<file path="src/rtl/piso_pkg.sv">
// Shared types and helpers for the parallel-in serial-out sequencer.
package piso_pkg;

  typedef enum logic {
    IDLE  = 1'b0,
    SHIFT = 1'b1
  } piso_state_t;

  // Bit counter width for a given word width (at least one bit).
  function automatic int unsigned piso_cnt_w(input int unsigned width);
    return (width > 1) ? $clog2(width) : 1;
  endfunction

endpackage

</file>
<file path="src/rtl/piso_seq_ctrl.sv">
// Parallel word to one-bit stream sequencer with valid/ready on both sides.
module piso_seq_ctrl
  import piso_pkg::*;
#(
  parameter int unsigned WIDTH     = 4,
  parameter bit          MSB_FIRST = 1'b1
) (
  input  logic             clk,
  input  logic             rst,
  input  logic             in_valid,
  input  logic [WIDTH-1:0] in_data,
  output logic             in_ready,
  output logic             ser_out,
  output logic             ser_valid,
  output logic             ser_last,
  input  logic             ser_ready,
  output logic             busy
);

  localparam int unsigned CW = piso_cnt_w(WIDTH);

  piso_state_t      r_state, w_state_d;
  logic [WIDTH-1:0] r_sreg, w_sreg_d;
  logic [CW-1:0]    r_cnt, w_cnt_d;
  logic             w_last;
  logic             w_shift;
  logic [WIDTH-1:0] w_sreg_shifted;

  assign w_last  = (r_cnt == '0);
  assign w_shift = (r_state == SHIFT);

  // Move the register one place toward the output end, zero-filling behind.
  assign w_sreg_shifted = MSB_FIRST ? {r_sreg[WIDTH-2:0], 1'b0} : {1'b0, r_sreg[WIDTH-1:1]};

  // State, shift register and bit counter; reset discards any word in flight.
  always_ff @(posedge clk or posedge rst) begin
    if (rst) begin
      r_state <= IDLE;
      r_sreg  <= '0;
      r_cnt   <= '0;
    end else begin
      r_state <= w_state_d;
      r_sreg  <= w_sreg_d;
      r_cnt   <= w_cnt_d;
    end
  end

  // Next-state: load on handshake, shift on accepted beat, reload or idle after last.
  always_comb begin
    w_state_d = r_state;
    w_sreg_d  = r_sreg;
    w_cnt_d   = r_cnt;
    unique case (r_state)
      IDLE: begin
        if (in_valid) begin
          w_sreg_d  = in_data;
          w_cnt_d   = CW'(WIDTH - 1);
          w_state_d = SHIFT;
        end
      end
      SHIFT: begin
        if (ser_ready) begin
          if (!w_last) begin
            w_sreg_d = w_sreg_shifted;
            w_cnt_d  = r_cnt - CW'(1);
          end else if (in_valid) begin
            // Back-to-back word: no idle gap in the stream.
            w_sreg_d = in_data;
            w_cnt_d  = CW'(WIDTH - 1);
          end else begin
            w_state_d = IDLE;
          end
        end
      end
      default: w_state_d = IDLE;
    endcase
  end

  // Outputs come straight from state; only ser_ready reaches in_ready combinationally.
  always_comb begin
    in_ready  = !rst && ((r_state == IDLE) || (w_shift && w_last && ser_ready));
    ser_valid = !rst && w_shift;
    busy      = !rst && w_shift;
    ser_last  = !rst && w_shift && w_last;
    ser_out   = MSB_FIRST ? r_sreg[WIDTH-1] : r_sreg[0];
  end

endmodule

</file>
<file path="config.mk">
export PLATFORM = sky130hd
export DESIGN_NAME = piso_seq_ctrl
export DESIGN_NICKNAME = d
export VERILOG_FILES = /design/src/rtl/piso_pkg.sv /design/src/rtl/piso_seq_ctrl.sv
export SDC_FILE = /design/constraint.sdc
export NUM_CORES = 1
export LEC_CHECK = 0
export ABC_AREA = 1
export CAP_MARGIN = 20
export CORE_UTILIZATION = 28
export CTS_CLUSTER_SIZE = 14
export DETAILED_ROUTE_END_ITERATION = 16
export GPL_ROUTABILITY_DRIVEN = 0
export GPL_TIMING_DRIVEN = 0
export SYNTH_ARGS = -nofsm -noshare
export SYNTH_HDL_FRONTEND = slang
export SYNTH_SLANG_ARGS = --single-unit
</file>
<file path="constraint.sdc">
create_clock -name clk -period 1.2 [get_ports clk]
set_clock_uncertainty 0.1 [all_clocks]
set_input_delay 0.12 -clock clk [delete_from_list [all_inputs] [get_ports clk]]
set_output_delay 0.12 -clock clk [all_outputs]
set_load 0.005 [all_outputs]
</file>
# Yosys cells after proc, flatten, opt, wreduce, memory -nomap -nowiden

Cells that the tools add are included.

Register bits after elaboration: 7
Output and inout port bits: 5
Logic and storage cells: 26

Bitwise gates (word level): 1
Mux-type cells: 12
Add/subtract/negate cells: 1
Reductions and logical operators: 8
Eq/ne operators: 1

Operators by type and width:

| operator                                                            | number |
|---|---|
| 4-bit two-way mux                                                   | 3 |
| 4-bit one-hot mux with 2 select lines                               | 1 |
| 2-bit two-way mux                                                   | 3 |
| 1-bit logical AND                                                   | 5 |
| 2-bit one-hot mux with 2 select lines                               | 1 |
| 1-bit two-way mux                                                   | 3 |
| 2-bit logical NOT                                                   | 1 |
| 2-bit != test (second input constant)                               | 1 |
| 1-bit one-hot mux with 2 select lines                               | 1 |
| 2-bit by 1-bit subtractor with 2-bit output (second input constant) | 1 |
| 1-bit logical NOT                                                   | 1 |
| 1-bit logical OR                                                    | 1 |
| 1-bit inverter                                                      | 1 |

# Depth between registers and ports, before layout

Depth in word-level cells: 5
Mapped depth: 7
Mapped depth without buffers: 6

# Worst setup path before layout

OpenSTA, ideal clock, no wires.

Path type: reg2out
Start: reg r_cnt[0]
End: out in_ready
Arrival: 0.787 ns
Setup slack: 0.193 ns
Required time: 0.980 ns
Path buffers: 0
Stages on the path, launching flop included: 6
Path through: dfrtp_1 inv_1 nand2_1 nand2_1 nand2_1 nor2_1

Word-level cells in the longest chain between the ends: 5

Ends and longest elaborated chain:

| element                        | line                | source |
|---|---|---|
| from (decl)                    | piso_seq_ctrl.sv:24 | `logic [CW-1:0] r_cnt, w_cnt_d;` |
| from (signal assigned)         | piso_seq_ctrl.sv:44 | `r_cnt <= w_cnt_d;` |
| 2-bit logical NOT              | piso_seq_ctrl.sv:29 | `assign w_last = (r_cnt == '0);` |
| 1-bit logical AND (2 in a row) | piso_seq_ctrl.sv:81 | `in_ready = !rst && ((r_state == IDLE) \|\| (w_shift && w_last && ser_ready));` |
| 1-bit logical OR               | piso_seq_ctrl.sv:81 |  |
| 1-bit logical AND              | piso_seq_ctrl.sv:81 |  |
| to (decl)                      | piso_seq_ctrl.sv:12 | `output logic in_ready,` |

Every way passes these cells.

# Worst setup path after layout

Start: reg r_state
End: out in_ready

Word-level cells in the longest chain between the ends: 4
Elaborated cells between the ends (all ways): 5

Ends and longest elaborated chain:

| element                        | line                | source |
|---|---|---|
| from (decl)                    | piso_seq_ctrl.sv:22 | `piso_state_t r_state, w_state_d;` |
| from (signal assigned)         | piso_seq_ctrl.sv:42 | `r_state <= w_state_d;` |
| 1-bit logical AND (2 in a row) | piso_seq_ctrl.sv:81 |  |
| 1-bit logical OR *             | piso_seq_ctrl.sv:81 |  |
| 1-bit logical AND *            | piso_seq_ctrl.sv:81 |  |

Mark *: on every way between the ends. The rest lies on a longest branch, timed or not.

==> flow_summary_export.csv <==
group,metric,value,unit
power,ir_worst_vdd,0.000958,V
route,met3_length,72,um
die,core-area,1380,um^2
synthesis,synthMuxAreaShare,0,%
setup_path,cpPeakStageDelay,0.42,ns
layout,num_antenna_cells,0,
synthesis,yosysTopAreaCellShare,39.5,%
setup_path,crit_start,"r_state",
placed_design,place_area,572,um^2
clock_tree,cts_tree,"done",
placed_design,place_inst,98,
sta,fin_crit_sh,110,%
power,powerDensity,2160,nW/um^2
die,pin_count,13,
sta,fmax,756,MHz
placed_design,io_buffers,11,
sta,finalSetupViolations,3,
synthesis,syn_inst,72,
setup_path,cp_cell_sequence,"buf_6 -> nand2_4 -> nand2_4 -> nor2_2 -> buf_2",
min_path,min_path_type,"input port to flip-flop",
die,die_h,41.8,um
power,internal_power,0.000983,W
clock_tree,clk_latency,0.25,ns
synthesis,syn-cell-area,443,um^2
setup_path,r2r-end,"r_sreg[0]",
die,rows,13,
route,via_per_inst,4.43,
layout,fin_area,776,um^2
power,power_frac_clock,13.1,%
setup_path,r2r_setup_slack,0.03,ns
clock_tree,cts_sinks,7,
clock_tree,cts_buffer_depth,2,
sta,worst_pin_slew,0.323,ns
synthesis,netlist_top_cells_area,"dfrtp_1, nand2_1, inv_1, nor2_1, nand3_1",
setup_path,crit_path_start_kind,"flip-flop",
grt,track_usage,14.8,%
grt,grt_pass1_wl,1950,um
placed_design,dp_hpwl,694,um
route,drcViolationCount,0,
route,drtPass1Iterations,3,
sta,rsz0062_at_grt,"true",
route,drt_iter0_drc,3,
grt,antenna_found_initial,0,
synthesis,synth_fa_ha_area_share,0,%
setup_path,cpMostUsedCell,"nand2_4",
setup_path,cp.arrival,1.10,ns
sta,holdWs,0.122,ns
layout,final_nets,108,
grt,grt_max_degree,11,
setup_path,setup.worst_path.end,"in_ready",
sta,setup_tns,-0.280,ns
power,leakagePower,0.433,nW
route,wl_met2,556,um
layout,drive_above_1_share,40.4,%
grt,grt_overflow_total,0,
synthesis,avgSynthCellArea,6.15,um^2
synthesis,yosysSeqAreaShare,39.5,%
setup_path,path_class,"flip-flop to output port",
run_status,violations,"setup timing",
clock_tree,cts_root_buffer,"clkbuf_4",
sta,setup_slack,-0.123,ns
route,vias,505,
route,dr.max_layer_used,"met4",
power,pwr-share-comb,63.2,%
clock_tree,h-tree-depth,1,
synthesis,yosysWarningCount,0,
grt,grt_pass1_vias,450,
synthesis,syn_nets,80,
die,start_util,32.0,%
setup_path,reg2regPathDepth,7,
layout,final_common_cell,"nand2_1",
clock_tree,path_clk_slew,0.05,ns
clock_tree,holdBufCountCts,0,
route,wl,1220,um
synthesis,synth-xor-area-share,0,%
run_status,status,"complete, but fails checks",
setup_path,cp_data_required_time,0.98,ns
layout,final_cell_count_no_fill,114,
setup_path,cp_max_fo,3,
sta,period_needed,1.32,ns
route,wl_per_cell,10.7,um
layout,syn2layout_area_growth,75.1,%
synthesis,synth_simple_gate_area_share,40.7,%
power,swShare,41.4,%
die,fp.dieW,41.8,um
synthesis,synth_top_cell_by_area,"dfrtp_1",
route,m1WireLength,558,um
sta,drv_slew,0,
synthesis,synth_top_family_by_area,"simple AND/OR/NAND/NOR gates",
job,max_cap_violations,0,
synthesis,synthDistinctLibCells,13,
synthesis,synth_seq_cells,7,
power,p_switching,0.000694,W
sta,hold_viol_final,0,
layout,layout.cells.most_common_list,"nand2_1, inv_1, buf_4, buf_6",
setup_path,end_kind,"output port",
power,power_frac_seq,23.7,%
sta,slew-limit-headroom,78.4,%
clock_tree,cts_buffers,3,
synthesis,synth-compound-area-share,5.08,%
die,die_area,1740,um^2
route,detail-route-antenna-nets,0,
setup_path,slowest_stage,"dfrtp_2",
setup_path,r2r_start,"r_state",
==> metal layers <==
layer  GRT usage, %  vias to the layer above
met5              0                        -
li1               -                      266
met1           18.5                      220
met3           5.22                        4
met2           23.1                       15
met4           5.81                        0
==> Yosys cell counts <==
| cell | number |
|---|---|
| nor2_2 | 1 |
| nor2_1 | 10 |
| buf_2 | 1 |
| nand2_1 | 28 |
| dfrtp_1 | 7 |
| a21boi_0 | 1 |
| nor3_1 | 1 |
| o21ai_0 | 3 |
| nand2_2 | 1 |
| buf_4 | 1 |
| nand3_1 | 4 |
| inv_1 | 12 |
| inv_2 | 2 |
==> area by class of cell <==
cell class | instances | area [um^2]
multi-input cells | 49 | 277
inverters | 14 | 57.6
well taps | 15 | 18.8
clock buffers | 4 | 26.3
fillers | 140 | 607
flip-flops and latches | 7 | 176
plain buffers | 2 | 12.5
repair buffers | 23 | 208
==> logic make-up (layout without fill, tap and decap cells) <==
kind of cell           after synthesis  count (layout)
buffers and inverters               16              43
flip-flops                           7               7
AO/OA/AOI/OAI                        4               4
AND/OR/NAND/NOR                     45              45
==> critical path: cells and delay by family (launching register included) <==
family        cells  cell delay, ns
buf+inv           2            0.25
simple gates      3            0.18
flops             1            0.42
==> flip-flops by register name (all words and copies together) (netlist names) <==
register and cells:
r_sreg 4, r_cnt 2, r_state 1
==> metrics by stage <==
stage	power, W	setup WS (ns)	utilization (%)
floorplan	0.000783	0.193	-
global placement	0.000974	-0.457	41.4
detailed placement	0.000980	-0.473	41.4
CTS	0.00142	-0.148	49.6
global route	0.00183	-0.188	56.1
finish	0.00168	-0.123	56.1
==> power groups by stage <==
stage	Combinational (W)	Sequential [W]	Clock (W)
floorplan	0.000386	0.000397	0
global placement	0.000568	0.000406	0
detailed placement	0.000572	0.000407	0
CTS	0.000806	0.000390	0.000227
global route	0.00118	0.000410	0.000248
finish	0.00106	0.000397	0.000220
==> how the worst min path moves through the flow <==
stage | from | to | slack (ns) | cells past startpoint
2_1_floorplan | rst | r_cnt[0] | -0.18 | 1
3_3_place_gp | rst | r_cnt[1] | 0.37 | 2
3_5_place_dp | r_sreg[1] | r_sreg[1] | 0.36 | 2
4_1_cts | in_valid | r_state | 0.11 | 3
5_1_grt | in_valid | r_state | 0.13 | 3
6_report | in_valid | r_state | 0.12 | 3
==> timing repair <==
action | CTS | global route
pin swaps | 6 | 13
gates resized for setup | 28 | 22
setup endpoints to repair | 5 | 9
setup buffers | 10 | 5
(Power assumes the default switching activity.)
